--- src/rtl/ps2_pkg.sv ---
// Shared definitions for the PS/2 host transmitter and its receive-side sibling.
package ps2_pkg;

    typedef enum logic [2:0] {
        IDLE,
        INHIBIT,
        REQ,
        SEND,
        ACK,
        WAIT_IDLE,
        DONE,
        ERR
    } ps2_tx_state_e;

    // Falling clock edges in one host-to-device frame, counting the ACK edge.
    localparam int PS2_FRAME_EDGES = 11;

    localparam logic [7:0] PS2_CMD_SET_LED = 8'hED;
    localparam logic [7:0] PS2_CMD_RESET   = 8'hFF;

    // PS/2 uses odd parity: the parity bit makes the total count of ones odd.
    function automatic logic ps2OddParity(input logic [7:0] value);
        return ~^value;
    endfunction

endpackage

--- src/rtl/ps2_sync_edge.sv ---
// Multi-stage synchronizer for the raw PS/2 clock and data pins, plus a
// falling-edge detector on the synchronized clock.
module ps2_sync_edge #(
    parameter int SYNC_STAGES = 2
) (
    input  logic clock,
    input  logic reset,
    input  logic ps2_clk_i,
    input  logic ps2_data_i,
    output logic clk_sync_o,
    output logic data_sync_o,
    output logic clk_fall_o
);

    logic [SYNC_STAGES-1:0] clkChain_q;
    logic [SYNC_STAGES-1:0] dataChain_q;
    logic                   clkPrev_q;

    // Shift the pins through the chains; idle-high lines reset to 1 so no false edge follows reset.
    always_ff @(posedge clock or posedge reset) begin
        if (reset) begin
            clkChain_q  <= '1;
            dataChain_q <= '1;
            clkPrev_q   <= 1'b1;
        end else begin
            clkChain_q  <= {clkChain_q[SYNC_STAGES-2:0], ps2_clk_i};
            dataChain_q <= {dataChain_q[SYNC_STAGES-2:0], ps2_data_i};
            clkPrev_q   <= clkChain_q[SYNC_STAGES-1];
        end
    end

    assign clk_sync_o  = clkChain_q[SYNC_STAGES-1];
    assign data_sync_o = dataChain_q[SYNC_STAGES-1];
    assign clk_fall_o  = clkPrev_q & ~clkChain_q[SYNC_STAGES-1];

endmodule

--- src/rtl/ps2_host_tx.sv ---
// Host-to-device PS/2 transmitter: inhibits the bus, requests to send, shifts
// out one command byte on device clock falls and checks the device ACK.
module ps2_host_tx
    import ps2_pkg::*;
#(
    parameter int INHIBIT_CYCLES = 6000,
    parameter int TIMEOUT_CYCLES = 750000,
    parameter int SYNC_STAGES    = 2
) (
    input  logic       clock,
    input  logic       reset,
    input  logic [7:0] tx_data,
    input  logic       tx_valid,
    output logic       tx_ready,
    output logic       busy,
    output logic       tx_done,
    output logic       tx_error,
    input  logic       ps2_clk_in,
    input  logic       ps2_data_in,
    output logic       ps2_clk_oe,
    output logic       ps2_data_oe
);

    localparam int INH_W = $clog2(INHIBIT_CYCLES);
    localparam int TO_W  = $clog2(TIMEOUT_CYCLES);
    // The clock line is low for INHIBIT_CYCLES in total: the INHIBIT state
    // covers all but the last cycle, which is the REQ cycle.
    localparam logic [INH_W-1:0] INH_LAST  = INH_W'(INHIBIT_CYCLES - 2);
    localparam logic [TO_W-1:0]  TO_LAST   = TO_W'(TIMEOUT_CYCLES - 1);
    localparam logic [3:0]       STOP_EDGE = 4'(PS2_FRAME_EDGES - 1);

    ps2_tx_state_e    state_q, state_d;
    logic [7:0]       dataByte_q, dataByte_d;
    logic             parity_q, parity_d;
    logic [3:0]       edgeCnt_q, edgeCnt_d;
    logic [INH_W-1:0] inhCnt_q, inhCnt_d;
    logic [TO_W-1:0]  toCnt_q, toCnt_d;
    logic             txReady_q, txReady_d;
    logic             busy_q, busy_d;
    logic             txDone_q, txDone_d;
    logic             txError_q, txError_d;
    logic             clkOe_q, clkOe_d;
    logic             dataOe_q, dataOe_d;

    logic clkSync;
    logic dataSync;
    logic clkFall;
    logic accept;
    logic timeoutHit;

    ps2_sync_edge #(.SYNC_STAGES(SYNC_STAGES)) u_sync (
        .clock       (clock),
        .reset       (reset),
        .ps2_clk_i   (ps2_clk_in),
        .ps2_data_i  (ps2_data_in),
        .clk_sync_o  (clkSync),
        .data_sync_o (dataSync),
        .clk_fall_o  (clkFall)
    );

    assign accept     = tx_valid & txReady_q;
    assign timeoutHit = (toCnt_q >= TO_LAST);

    // State and datapath registers; reset releases both bus lines at once.
    always_ff @(posedge clock or posedge reset) begin
        if (reset) begin
            state_q    <= IDLE;
            dataByte_q <= '0;
            parity_q   <= 1'b0;
            edgeCnt_q  <= '0;
            inhCnt_q   <= '0;
            toCnt_q    <= '0;
            txReady_q  <= 1'b1;
            busy_q     <= 1'b0;
            txDone_q   <= 1'b0;
            txError_q  <= 1'b0;
            clkOe_q    <= 1'b0;
            dataOe_q   <= 1'b0;
        end else begin
            state_q    <= state_d;
            dataByte_q <= dataByte_d;
            parity_q   <= parity_d;
            edgeCnt_q  <= edgeCnt_d;
            inhCnt_q   <= inhCnt_d;
            toCnt_q    <= toCnt_d;
            txReady_q  <= txReady_d;
            busy_q     <= busy_d;
            txDone_q   <= txDone_d;
            txError_q  <= txError_d;
            clkOe_q    <= clkOe_d;
            dataOe_q   <= dataOe_d;
        end
    end

    // Next state, byte latch, fall counting and the saturating inhibit/timeout counters.
    always_comb begin
        state_d    = state_q;
        dataByte_d = dataByte_q;
        parity_d   = parity_q;
        edgeCnt_d  = edgeCnt_q;
        inhCnt_d   = '0;
        toCnt_d    = toCnt_q;
        case (state_q)
            IDLE: begin
                edgeCnt_d = '0;
                toCnt_d   = '0;
                if (accept) begin
                    dataByte_d = tx_data;
                    parity_d   = ps2OddParity(tx_data);
                    state_d    = INHIBIT;
                end
            end
            INHIBIT: begin
                inhCnt_d = (inhCnt_q == '1) ? inhCnt_q : inhCnt_q + 1'b1;
                if (inhCnt_q == INH_LAST) begin
                    state_d = REQ;
                end
            end
            REQ: begin
                toCnt_d = '0;
                state_d = SEND;
            end
            SEND: begin
                toCnt_d = (toCnt_q == '1) ? toCnt_q : toCnt_q + 1'b1;
                if (clkFall) begin
                    edgeCnt_d = edgeCnt_q + 1'b1;
                    if (edgeCnt_q + 1'b1 == STOP_EDGE) begin
                        state_d = ACK;
                    end
                end
            end
            ACK: begin
                toCnt_d = (toCnt_q == '1) ? toCnt_q : toCnt_q + 1'b1;
                if (clkFall) begin
                    state_d = dataSync ? ERR : WAIT_IDLE;
                end
            end
            WAIT_IDLE: begin
                toCnt_d = (toCnt_q == '1) ? toCnt_q : toCnt_q + 1'b1;
                if (clkSync && dataSync) begin
                    state_d = DONE;
                end
            end
            DONE:    state_d = IDLE;
            ERR:     state_d = IDLE;
            default: state_d = IDLE;
        endcase
        if ((state_q inside {REQ, SEND, ACK, WAIT_IDLE}) && timeoutHit) begin
            state_d = ERR;
        end
    end

    // Registered outputs derived from the upcoming state; data bits change only on device clock falls.
    always_comb begin
        txReady_d = (state_d == IDLE);
        busy_d    = (state_d != IDLE);
        txDone_d  = (state_d == DONE);
        txError_d = (state_d == ERR);
        clkOe_d   = (state_d == INHIBIT) || (state_d == REQ);
        dataOe_d  = dataOe_q;
        if ((state_q == SEND) && clkFall) begin
            if (edgeCnt_q < 4'd8) begin
                dataOe_d = ~dataByte_q[edgeCnt_q[2:0]];
            end else if (edgeCnt_q == 4'd8) begin
                dataOe_d = ~parity_q;
            end else begin
                dataOe_d = 1'b0;
            end
        end
        if (state_d == REQ) begin
            dataOe_d = 1'b1;
        end else if (!(state_d inside {SEND, ACK})) begin
            dataOe_d = 1'b0;
        end
    end

    assign tx_ready    = txReady_q;
    assign busy        = busy_q;
    assign tx_done     = txDone_q;
    assign tx_error    = txError_q;
    assign ps2_clk_oe  = clkOe_q;
    assign ps2_data_oe = dataOe_q;

endmodule

--- config.mk ---
export PLATFORM = sky130hd
export DESIGN_NAME = ps2_host_tx
export DESIGN_NICKNAME = d
export VERILOG_FILES = /design/src/rtl/ps2_pkg.sv /design/src/rtl/ps2_sync_edge.sv /design/src/rtl/ps2_host_tx.sv
export SDC_FILE = /design/constraint.sdc
export NUM_CORES = 1
export LEC_CHECK = 0
export ABC_AREA = 1
export CORE_MARGIN = 1
export CORE_UTILIZATION = 35
export DETAILED_ROUTE_END_ITERATION = 16
export SYNTH_ARGS = -nofsm -noshare
export SYNTH_HDL_FRONTEND = slang
export SYNTH_HIERARCHICAL = 1
export SYNTH_SLANG_ARGS = --single-unit
--- constraint.sdc ---
create_clock -name clock -period 1.6 [get_ports clock]
set_input_delay 0.24 -clock clock [delete_from_list [all_inputs] [get_ports clock]]
set_output_delay 0.24 -clock clock [all_outputs]
set_load 0.1 [all_outputs]
# Word level (Yosys, flattened, before mapping)
# Index checks and enable logic that the tools add are counted.
totals:
  ff_bits: 60
  in_bits: 13
  out_inout_bits: 6
  elab_cells: 88
op_classes:
  n_addsub: 3
  order_cmp: 3
  n_eq_ne: 22
  muxes: 22
  bitwise_logic: 5
  reduce_logical: 18
op_table:
  columns: ["op", "n"]
  rows:
  - ["case mux 20 bit (2 select lines)", 1]
  - ["== test 13 bit (second input constant)", 2]
  - ["2-to-1 mux 13 bit", 2]
  - ["== test 3 bit (second input constant)", 7]
  - ["2-to-1 mux 3 bit", 7]
  - ["case mux 3 bit (7 select lines)", 1]
  - ["adder 20 x 1 -> 20 bit (second input constant)", 1]
  - ["== test 20 bit (second input constant)", 1]
  - ["greater-or-equal comparator 20 bit (second input constant)", 1]
  - ["2-to-1 mux 20 bit", 1]
  - ["adder 13 x 1 -> 13 bit (second input constant)", 1]
  - ["== test 3 x 2 -> 1 bit (second input constant)", 4]
  - ["== test 4 bit (second input constant)", 2]
  - ["case mux 4 bit (2 select lines)", 1]
  - ["XNOR reduction 8 bit", 1]
  - ["== test 3 x 1 -> 1 bit (second input constant)", 2]
  - ["logical NOT 3 bit", 2]
  - ["2-to-1 mux 1 bit", 6]
  - ["!= test 2 bit (second input constant)", 3]
  - ["AND reduction 2 bit", 3]
  - ["nonzero test 2 bit", 3]
  - ["adder 4 x 1 -> 4 bit (second input constant)", 1]
  - ["< comparator 3 x 4 -> 1 bit (second input constant)", 1]
  - ["< comparator 4 bit (second input constant)", 1]
  - ["other kinds (12)", 18]

# Depth between registers and ports, before layout
# Gate-level depths: netlist of the first run.
depth:
  word_depth: 10
  depth_mapped: 13
  depth_no_buf: 13

# Hierarchy
# The synthesis of the first run kept the hierarchy.
modules_own_cells:
  columns: ["module", "n_inst", "cells_each", "area_per_inst_um2", "seq_area_each_um2"]
  rows:
  - ["ps2_host_tx", 1, 430, 3239.4, 1377.6]
  - ["ps2_sync_edge", 1, 8, 145.1, 131.4]

# Worst setup path after synthesis of the first run
# No wires, ideal clock.
synth_timing:
  kind: "register to register"
  from: "reg toCnt_q[0]"
  to: "reg toCnt_q[5]"
  setup_ns: 0.119
  arrival_ns: 1.562
  required_ns: 1.481
  path_slack_ns: -0.081
  stages_incl_launch_ff: 10
  path_buffers: 1
  period_less_slack_ns: 1.681
  cell_sequence: "dfrtp_1 ha_1 nand3_2 nor2_4 nand3_2 o21ai_4 nand2_4 buf_6 a21oi_1 nor2_1"
synth_between:
  elab_chain_len: 3
  elab_cells_between_ends: 6
  classes_between: "add/sub (1); eq/ne (2); mux (2); reduce/logical (1)"
synth_rtl:
  columns: ["item", "line_no", "source"]
  rows:
  - ["start: declaration", "ps2_host_tx.sv:37", "logic [TO_W-1:0] toCnt_q, toCnt_d;"]
  - ["start signal: assignment", "ps2_host_tx.sv:85", "toCnt_q <= toCnt_d;"]
  - ["adder 20 x 1 -> 20 bit / == test 20 bit (equally long branches)", "ps2_host_tx.sv:124, ps2_host_tx.sv:133, ps2_host_tx.sv:139", null]
  - ["2-to-1 mux 20 bit / != test 2 bit (equally long branches)", null, null]
  - ["case mux 20 bit (2 select lines) / AND reduction 2 bit (equally long branches)", null, null]
# Several ways; a longest one is shown, not always the timed one. The select of a mux whose other input is x is not followed.
# A chain may end at the register's enable or synchronous reset.

# Worst setup path in the final report of the first run
layout_timing:
  from: "reg state_q[2]"
  to: "reg busy_q (netlist: busy)"
layout_between:
  elab_chain_len: 5
  elab_cells_between_ends: 20
  classes_between: "eq/ne (7); mux (8); reduce/logical (5)"
layout_rtl:
  columns: ["item", "line_no", "source"]
  rows:
  - ["start: declaration", "ps2_host_tx.sv:32", "ps2_tx_state_e state_q, state_d;"]
  - ["start signal: assignment", "ps2_host_tx.sv:80", "state_q <= state_d;"]
  - ["== test 3 bit (tied with other cells)", "ps2_host_tx.sv:103", "case (state_q)"]
  - ["OR reduction 2 bit (no line) (tied with other cells)", null, null]
  - ["case mux 3 bit (7 select lines) / logical AND 1 bit (equally long branches)", "ps2_host_tx.sv:103, ps2_host_tx.sv:148", null]
  - ["2-to-1 mux 3 bit *", "ps2_host_tx.sv:148", "if ((state_q inside {REQ, SEND, ACK, WAIT_IDLE}) && timeoutHit) begin"]
  - ["nonzero test 3 bit *", "ps2_host_tx.sv:156", "busy_d = (state_d != IDLE);"]
  - ["net busy_d", "ps2_host_tx.sv:39", "logic busy_q, busy_d;"]
  - ["end signal: assignment", "ps2_host_tx.sv:87", "busy_q <= busy_d;"]
  - ["end: declaration", "ps2_host_tx.sv:39", null]
# Mark *: on every way through the listed nets, which the timed path passes. The rest lies on a longest branch.

==> results.toml, run 1 <==
[sta]
fin_crit_ns = 1.71
slew_violations = 0
worstMarginPinSlew_ns = 0.475
setup_viol = 8
fmax_ghz = 0.584
whs_ns = 0.293
finalClockSkew_ns = 0.0172
slew_headroom_pct = 68.3
rsz0062_at_grt = "true"
finalHoldViolations = 0
layout_setup_ws_ns = -0.112
min_period_over_period_pct = 107

[synth]
synth_top_cells_by_count = "98 x nand2_1, 54 x dfrtp_1, 53 x nor2_1"
synth-seq-area-share_pct = 44.6
synth_most_common_cell = "nand2_1"
synth_edf_count = 0
yosysTopAreaCellShare_pct = 39.9
synth-main-ff-cell = "dfrtp_1"
synth_nets = 457
yosys.area.top_type = "dfrtp_1"
synthArstFlopShare_pct = 100
ys.warnings.count = 6
ys_types = 37
synth_area_leaders = "dfrtp_1 40%, nand2_1 11%, nand3_1 6.5%"
synthCells = 438
netlist_area_um2 = 3380
syn_avg_cell_area_um2 = 7.73
synth_seq_cells = 60

[floorplanning]
floorplan.initialDensity_pct = 36.5
die_w_um = 100
die-area_um2 = 10100
ios = 19
chipHeight_um = 100
rows = 35
core_um2 = 9280

[final_layout]
stdcell_area_um2 = 4810
fillerInstances = 875
seq_area_um2 = 1510
syn_to_final_growth_pct = 42.0
nNetsFinal = 542
diodes = 0
drive_gt1_share_pct = 33.5
multi_input_area_um2 = 1990

[global_routing]
grt_pass1_vias = 3057
track_usage_pct = 17.5
grt_pass1_wl_um = 13800
overflow = 0
grt_max_degree = 23
grt_antenna_before_repair = 0

[hold_path]
hold_path.class = "in2async"

[route]
drt_iter0_markers = 112
via_count = 3220
vias_per_cell = 4.90
post_drt_wl_per_cell_um = 13.1
drcViolationCount = 0
ant_nets = 0
first_pass_iters = 4
drt_wl_total_um = 8610

[worst_setup_path]
rr_startpoint = "state_q[2]"
critPathRequiredTime_ns = 1.83
r2r_slack_ns = -0.11
cp-end-kind = "flop"
critical_path.startpoint = "state_q[2]"
critPathKind = "reg2reg"
crit_path_max_fanout = 5
arrival_ns = 1.95
setup.worst_path.start_class = "flop"

[pwr]
leakagePower_nw = 2.18
power_mw = 2.88
vdd_drop_max_uv = 563
power_density_nw_per_um2 = 598

[clock_network]
numCtsBuffers = 9
cts_buffer_depth = 2
cts-htree-levels = 3
cts.root.buffer_cell = "clkbuf_8"
clkTransAtPathRegs_ns = 0.07
clk_latency_ns = 0.35
cts_num_sinks = 60
cts_tree = "yes"
cts_hold_buffers = 0

[run]
drv_cap = 0

[placed_design]
placed_area_um2 = 4180
place_hpwl_um = 5700
port_buffers = 18
pre_cts_slack_ns = -0.0787
gp_congestion = 0.883

[status]
violations = "negative setup slack"
outcome = "finished, violations left"
-- where the power goes --
group,leakage [nW],switching (mW),total [mW],internal (mW)
Combinational,1.31,0.0570,0.115,0.0576
Sequential,0.781,0.00351,1.53,1.53
Clock,0.0920,0.631,1.23,0.600
Total,2.18,0.692,2.88,2.19
-- routing by layer --
metal	global-route usage [%]	up-vias	share of wire, %	wire length (µm)
li1	-	1593	-	-
met1	22.7	1530	46	3960
met4	7.47	0	2.8	245
met3	3.69	26	3.3	284
met2	28.3	71	48	4120
met5	0	-	0	0
-- through the flow --
| step | cells | setup TNS (ns) | utilization (%) |
|---|---|---|---|
| floorplan | 438 | -0.0131 | - |
| global placement | 630 | -0.0301 | 45.0 |
| detailed placement | 630 | -0.230 | 45.0 |
| CTS | 648 | -0.117 | 47.7 |
| global route | 657 | -3.09 | 51.8 |
| finish | 657 | -0.379 | 51.8 |
-- state kept, by name (all words and copies together), names as in the netlist --
| register | cells |
|---|---|
| tx_error | 1 |
| u_sync/clkChain_q | 2 |
| u_sync/clkPrev_q | 1 |
| state_q | 3 |
| busy | 1 |
| tx_done | 1 |
| inhCnt_q | 13 |
| tx_ready | 1 |
| toCnt_q | 20 |
| ps2_clk_oe | 1 |
| parity_q | 1 |
| ps2_data_oe | 1 |
| u_sync/dataChain_q | 2 |
| edgeCnt_q | 4 |
| dataByte_q | 8 |
-- area by class of cell --
| cell class | instances | share of cell area [%] |
|---|---|---|
| Tap cell | 129 | 3.36 |
| Timing Repair Buffer | 78 | 15.4 |
| Inverter | 57 | 4.69 |
| Clock inverter | 6 | 0.833 |
| Sequential cell | 60 | 31.5 |
| Multi-Input combinational cell | 317 | 41.4 |
| Clock buffer | 10 | 2.86 |
-- layout by cell type, fill, tap and decap left out, drive strengths merged --
| cell type | Yosys | routed |
|---|---|---|
| nand2 | 104 | 106 |
| buf | 4 | 66 |
| nor2 | 57 | 57 |
| inv | 57 | 56 |
| dfrtp | 54 | 54 |
| nand3 | 46 | 46 |
| o21ai | 37 | 37 |
| nor3 | 13 | 13 |
| clkdlybuf4s50 | 0 | 12 |
| xor2 | 11 | 11 |
| clkbuf | 2 | 10 |
| a21oi | 10 | 10 |
| nand4 | 9 | 9 |
| xnor2 | 9 | 9 |
| dfstp | 6 | 6 |
| ha | 6 | 6 |
| clkinv | 0 | 5 |
| o22ai | 4 | 4 |
| nand3b | 2 | 2 |
| clkinvlp | 0 | 2 |
| a31oi | 2 | 2 |
| o21bai | 1 | 1 |
| o211a | 1 | 1 |
| o211ai | 1 | 1 |
| nor3b | 1 | 1 |
| nor4 | 1 | 1 |
-- what timing repair did --
action | 4_1_cts | 5_1_grt
hold endpoints to repair | 0 | 0
setup endpoints to repair | 17 | 43
setup buffers | 2 | 9
gates resized for setup | 15 | 72
pin swaps | 10 | 24
gates cloned | 0 | 2
-- critical path, stage by stage, from the launching register on --
cell	delay (ns)
dfrtp_2	0.45
inv_2	0.07
nor2_1	0.05
inv_1	0.09
buf_4	0.12
nor3_1	0.04
nor2_1	0.26
o21ai_4	0.11
nor2_4	0.18
nand3_2	0.10
nor2_2	0.11
inv_1	0.05
-- worst paths after layout --
path,to,cells after the start
worst min register to register,u_sync/dataChain_q[1],0
worst min-delay path,edgeCnt_q[2],2
worst max register to register,busy,11
worst max-delay path,busy,11
max in group asynchronous,state_q[2],3
min in group clock,u_sync/clkChain_q[0],1
-- kinds of logic (layout without fill, tap and decap cells) --
group	Yosys count	count (layout)	share of synthesized area [%]
buffers and inverters	63	151	7.65
flip-flops	60	60	44.6
AO/OA/AOI/OAI	56	56	9.32
AND/OR/NAND/NOR	233	235	31.1
XOR/XNOR	20	20	5.18
adder cells (fa/ha/maj)	6	6	2.22
Power figures use the tool's default switching activity.
==> run 2, diff against run 1 <==
--- a/config.mk
+++ b/config.mk
@@ -5,7 +5,7 @@
 export SDC_FILE = /design/constraint.sdc
 export NUM_CORES = 1
 export LEC_CHECK = 0
-export ABC_AREA = 1
+export ABC_AREA = 0
 export CORE_MARGIN = 1
 export CORE_UTILIZATION = 35
 export DETAILED_ROUTE_END_ITERATION = 16
==> results.toml, run 2 <==
[synth]
synthCells = 315
syn_avg_cell_area_um2 = 10.1
ys_types = 55
ys.warnings.count = 6
synth_nets = 334
synth_edf_count = 0
netlist_area_um2 = 3200
yosysTopAreaCellShare_pct = 42.3
synth-seq-area-share_pct = 47.2
synth_area_leaders = "dfrtp_1 42%, dfstp_2 4.9%, nor2_1 4.3%"
yosys.area.top_type = "dfrtp_1"
synth-main-ff-cell = "dfrtp_1"
synth_top_cells_by_count = "54 x dfrtp_1, 37 x nor2_1, 31 x nand2_1"
synth_seq_cells = 60
synthArstFlopShare_pct = 100
synth_most_common_cell = "dfrtp_1"

[worst_setup_path]
arrival_ns = 2.03
r2r_slack_ns = -0.16
rr_endpoint = "toCnt_q[19]"
cp-endpoint = "toCnt_q[19]"
setup.worst_path.start_class = "flop"
r2r_cells = 5
crit_path_max_fanout = 4
rr_startpoint = "state_q[1]"
critPathRequiredTime_ns = 1.88
cp-end-kind = "flop"
critical_path.startpoint = "state_q[1]"
critPathKind = "reg2reg"

[sta]
setup_viol = 15
fin_crit_ns = 1.76
layout_setup_ws_ns = -0.155
rsz0062_at_grt = "true"
min_period_over_period_pct = 110
finalHoldViolations = 0
slew_headroom_pct = 74.5
worstMarginPinSlew_ns = 0.383
slew_violations = 0
finalClockSkew_ns = 0.00823
fmax_ghz = 0.570

[route]
first_pass_iters = 4
wl_met1_um = 3510
drcViolationCount = 0
routed-wl-met3_um = 183
route.top_layer_used = "met4"
drt_iter0_markers = 109
wl_met2_um = 3740
ant_nets = 0
drt_wl_total_um = 7590
post_drt_wl_per_cell_um = 14.3
via_count = 2689
vias_per_cell = 5.08

[pwr]
power_mw = 3.16
power_density_nw_per_um2 = 672
power.share.sequential_pct = 48.5
swShare_pct = 21.0
leakagePower_nw = 2.12
clockPowerShare_pct = 48.0
p_sw_mw = 0.663
combPwrFrac_pct = 3.6
intPower_mw = 2.50
vdd_drop_max_uv = 387

[final_layout]
diodes = 0
syn_to_final_growth_pct = 47.2
final_cell_mix = "70 x buf_4, 49 x dfrtp_1, 34 x nor2_1, 26 x nand2_1, 16 x nand3_1"
top_regs = "toCnt_q: 20 flops, inhCnt_q: 13 flops, dataByte_q: 8 flops"
nNetsFinal = 435
fin_cells = 529
top_register = "toCnt_q"
final_common_cell = "buf_4"
stdcell_area_um2 = 4710
drive_gt1_share_pct = 42.0
largest_reg_flops = 20

[clock_network]
cts_num_sinks = 60
cts_buffer_depth = 2
cts_hold_buffers = 0
cts.root.buffer_cell = "clkbuf_8"
numCtsBuffers = 9
cts_tree = "yes"
cts-htree-levels = 3
clk_latency_ns = 0.34
clkTransAtPathRegs_ns = 0.07

[placed_design]
dp.cells = 498
pre_cts_slack_ns = -0.155
place_hpwl_um = 5210
gp_congestion = 0.819
placed_area_um2 = 4100
port_buffers = 18

[status]
outcome = "finished, violations left"
violations = "negative setup slack"

[floorplanning]
rows = 34
floorplan.initialDensity_pct = 36.5
chipHeight_um = 97.6
die_w_um = 97.6
die-area_um2 = 9520
ios = 19
core_um2 = 8760

[global_routing]
track_usage_pct = 16.7
overflow = 0
grt_max_degree = 56
grt_pass1_wl_um = 12800
grt_pass1_vias = 2760
grt_antenna_before_repair = 0

[run]
drv_cap = 0

[hold_path]
hold_path.class = "in2async"
-- run 2: final cells by class --
type / count / area (µm²)
fill: 767 / 4060
clock buffer: 11 / 141
inverter: 7 / 26.3
tap: 108 / 135
multi-input combinational: 240 / 1910
sequential: 60 / 1520
clock inverter: 5 / 75.1
timing repair buffer: 98 / 896
-- run 2: how the worst min path moves through the flow --
stage | end | cells past startpoint
4_1_cts | inhCnt_q[8] | 3
3_3_place_gp | u_sync/dataChain_q[1] | 0
5_1_grt | u_sync/clkChain_q[0] | 1
6_report | inhCnt_q[8] | 3
2_1_floorplan | u_sync/clkChain_q[0] | 1
3_5_place_dp | u_sync/dataChain_q[1] | 0
-- run 2: what timing repair did --
item,CTS,global route
setup buffers,4,12
pin swaps,9,26
cloned,0,0
gates resized for setup,20,47
setup endpoints to repair,38,44
-- run 2: critical path: stages (launching register included) --
cell and delay (ns):
dfrtp_2 0.43, nand2b_4 0.17, a2111oi_4 0.45, nand3_2 0.15, or4_1 0.41, nand2_1 0.08
-- run 2: cells by family (layout without fill, tap and decap cells) --
family,count (synthesis),after routing,synth area share [%]
fa+ha+maj,6,6,2.35
xor+xnor,29,29,7.95
buf+inv,15,121,1.92
flops,60,60,47.2
mux,17,17,6.46
simple gates,139,139,23.1
compound gates,49,49,11.1
-- run 2: power groups by stage --
stage          combinational [mW]  sequential [mW]  clock, mW
3_3_place_gp                0.115             1.56          0
3_5_place_dp                0.116             1.56          0
2_1_floorplan              0.0580             1.56          0
6_report                    0.112             1.53       1.52
5_1_grt                     0.127             1.53       1.64
4_1_cts                     0.116             1.53       1.56
-- run 2: layer usage --
metal / track usage [%] / up-vias
met5: 0 / -
met4: 7.01 / 0
met3: 3.88 / 15
met2: 27.6 / 40
met1: 20.9 / 1302
li1: - / 1332
-- run 2: per-stage QoR --
step / util, % / hold slack (ns) / setup TNS [ns]
2_1_floorplan: - / 0.217 / -2.02
5_1_grt: 53.7 / 0.316 / -2.94
4_1_cts: 50.3 / 0.310 / -0.880
3_5_place_dp: 46.8 / 0.347 / -2.06
3_3_place_gp: 46.8 / 0.346 / -1.25
6_report: 53.7 / 0.304 / -0.746
==> run 3, diff against run 2 <==
--- a/config.mk
+++ b/config.mk
@@ -7,8 +7,9 @@
 export LEC_CHECK = 0
 export ABC_AREA = 0
 export CORE_MARGIN = 1
-export CORE_UTILIZATION = 35
+export CORE_UTILIZATION = 45
 export DETAILED_ROUTE_END_ITERATION = 16
+export PLACE_DENSITY = 0.65
 export SYNTH_ARGS = -nofsm -noshare
 export SYNTH_HDL_FRONTEND = slang
 export SYNTH_HIERARCHICAL = 1
==> results.toml, run 3 (synthesis results as in run 2) <==
[placed_design]
port_buffers = 18
place_hpwl_um = 5270
gp_congestion = 0.802
dp.cells = 482

[global_routing]
grt_max_degree = 56
grt_pass1_vias = 2724
overflow = 0
grt_pass1_wl_um = 12600
grt_antenna_before_repair = 0
track_usage_pct = 21.9

[final_layout]
largest_reg_flops = 20
fillerInstances = 530
top_register = "toCnt_q"
nNetsFinal = 426
drive_gt1_share_pct = 40.0
fin_cells = 508
syn_to_final_growth_pct = 42.3
final_cell_mix = "62 x buf_4, 50 x dfrtp_1, 34 x nor2_1, 26 x nand2_1, 18 x nand3_1"
final_common_cell = "buf_4"
diodes = 0
top_regs = "toCnt_q: 20 flops, inhCnt_q: 13 flops, dataByte_q: 8 flops"

[worst_setup_path]
slowest_delay_ns = 0.45
setup.worst_path.start_class = "flop"
cp_cell_sequence = "nand3b_4 > a2111oi_4 > nand4_2 > or4_1 > nand2_1"
critPathRequiredTime_ns = 1.88
crit_buf_inv = 0
cp-end-kind = "flop"
critical_path.slowest_cell = "a2111oi_4"
critPathTopFamily = "simple AND/OR/NAND/NOR gates"
r2r_slack_ns = -0.16
crit_path_max_fanout = 3
critPathKind = "reg2reg"
arrival_ns = 2.04

[sta]
finalHoldViolations = 0
fin_crit_ns = 1.76
rsz0062_at_grt = "true"
worstMarginPinSlew_ns = 0.415
finalClockSkew_ns = 0.0141
layout_setup_ws_ns = -0.164
slew_headroom_pct = 72.2
min_period_over_period_pct = 110
setup_viol = 23
fmax_ghz = 0.567
slew_violations = 0

[hold_path]
hold_path.class = "in2reg"

[floorplanning]
rows = 30
die_w_um = 86.3
chipHeight_um = 86.3
ios = 19
floorplan.initialDensity_pct = 46.8
core_um2 = 6830
die-area_um2 = 7450

[clock_network]
cts_num_sinks = 60
cts_buffer_depth = 2
numCtsBuffers = 9
clkTransAtPathRegs_ns = 0.08
cts_tree = "yes"
cts-htree-levels = 3
clk_latency_ns = 0.34
cts_hold_buffers = 0
cts.root.buffer_cell = "clkbuf_8"

[pwr]
vdd_drop_max_uv = 458
power_mw = 2.87
leakagePower_nw = 2.01
power_density_nw_per_um2 = 630

[route]
via_count = 2702
ant_nets = 0
first_pass_iters = 4
post_drt_wl_per_cell_um = 15.0
drcViolationCount = 0
drt_wl_total_um = 7650
drt_iter0_markers = 114
vias_per_cell = 5.32

[status]
outcome = "finished, violations left"
violations = "negative setup slack"

[run]
drv_cap = 0
## run 3: cell types whose count changed in the layout (fill, tap and decap cells not counted), sizes merged
cell      previous run  this run
clkinvlp             0         3
clkbuf              11         9
bufinv               2         0
clkinv               3         4
buf                 86        77
## run 3: metrics by stage
step                util, %  setup slack (ns)  hold slack [ns]  TNS (ns)  instance area (µm²)
floorplan                 -            -0.147            0.217     -2.02                 3260
global placement       59.5            -0.103            0.347    -0.935                 4070
detailed placement     59.5            -0.152            0.347     -2.32                 4070
CTS                    62.8            -0.118            0.291    -0.972                 4290
global route           66.6            -0.249            0.310     -3.47                 4550
finish                 66.6            -0.164            0.304     -1.21                 4550
## run 3: report_power, final
part / internal (mW) / switching (mW)
Combinational: 0.0581 / 0.0581
Clock: 0.565 / 0.655
Sequential: 1.53 / 0.00383
## run 3: final cells by class
class | instances | area, µm² | area share, %
inverter | 7 | 26.3 | 0.578
clock buffer | 9 | 124 | 2.72
multi-input combinational | 240 | 1870 | 41.2
sequential | 60 | 1520 | 33.4
clock inverter | 7 | 53.8 | 1.18
tap | 96 | 120 | 2.64
timing repair buffer | 89 | 833 | 18.3
## run 3: final timing paths
kind                                       startpoint               endpoint  cells past startpoint
worst max-delay path                       state_q[2]            toCnt_q[15]                      5
worst min-delay path                      ps2_data_in  u_sync/dataChain_q[0]                      1
worst max register to register             state_q[2]            toCnt_q[15]                      5
worst min register to register  u_sync/dataChain_q[0]  u_sync/dataChain_q[1]                      0
max in group asynchronous                       reset               tx_ready                      3
min in group asynchronous                       reset          dataByte_q[1]                      3
## run 3: per-layer routing
metal | vias to the layer above | GRT usage [%] | share of wire, %
met5 | - | 0 | 0
met4 | 0 | 8.48 | 2.1
met3 | 22 | 3.43 | 2.3
met2 | 54 | 36.8 | 50
met1 | 1316 | 28.6 | 45
li1 | 1310 | - | -
## run 3: timing repair
item / 4_1_cts / 5_1_grt
setup buffers: 0 / 10
endpoints found under the setup margin: 35 / 38
pin swaps: 4 / 15
resized for setup: 17 / 40
## run 3: worst register-to-register path, stage by stage, from the launching register on
cell       delay [ns]
dfrtp_2          0.41
nand3b_4         0.19
a2111oi_4        0.45
nand4_2          0.15
or4_1            0.42
nand2_1          0.08
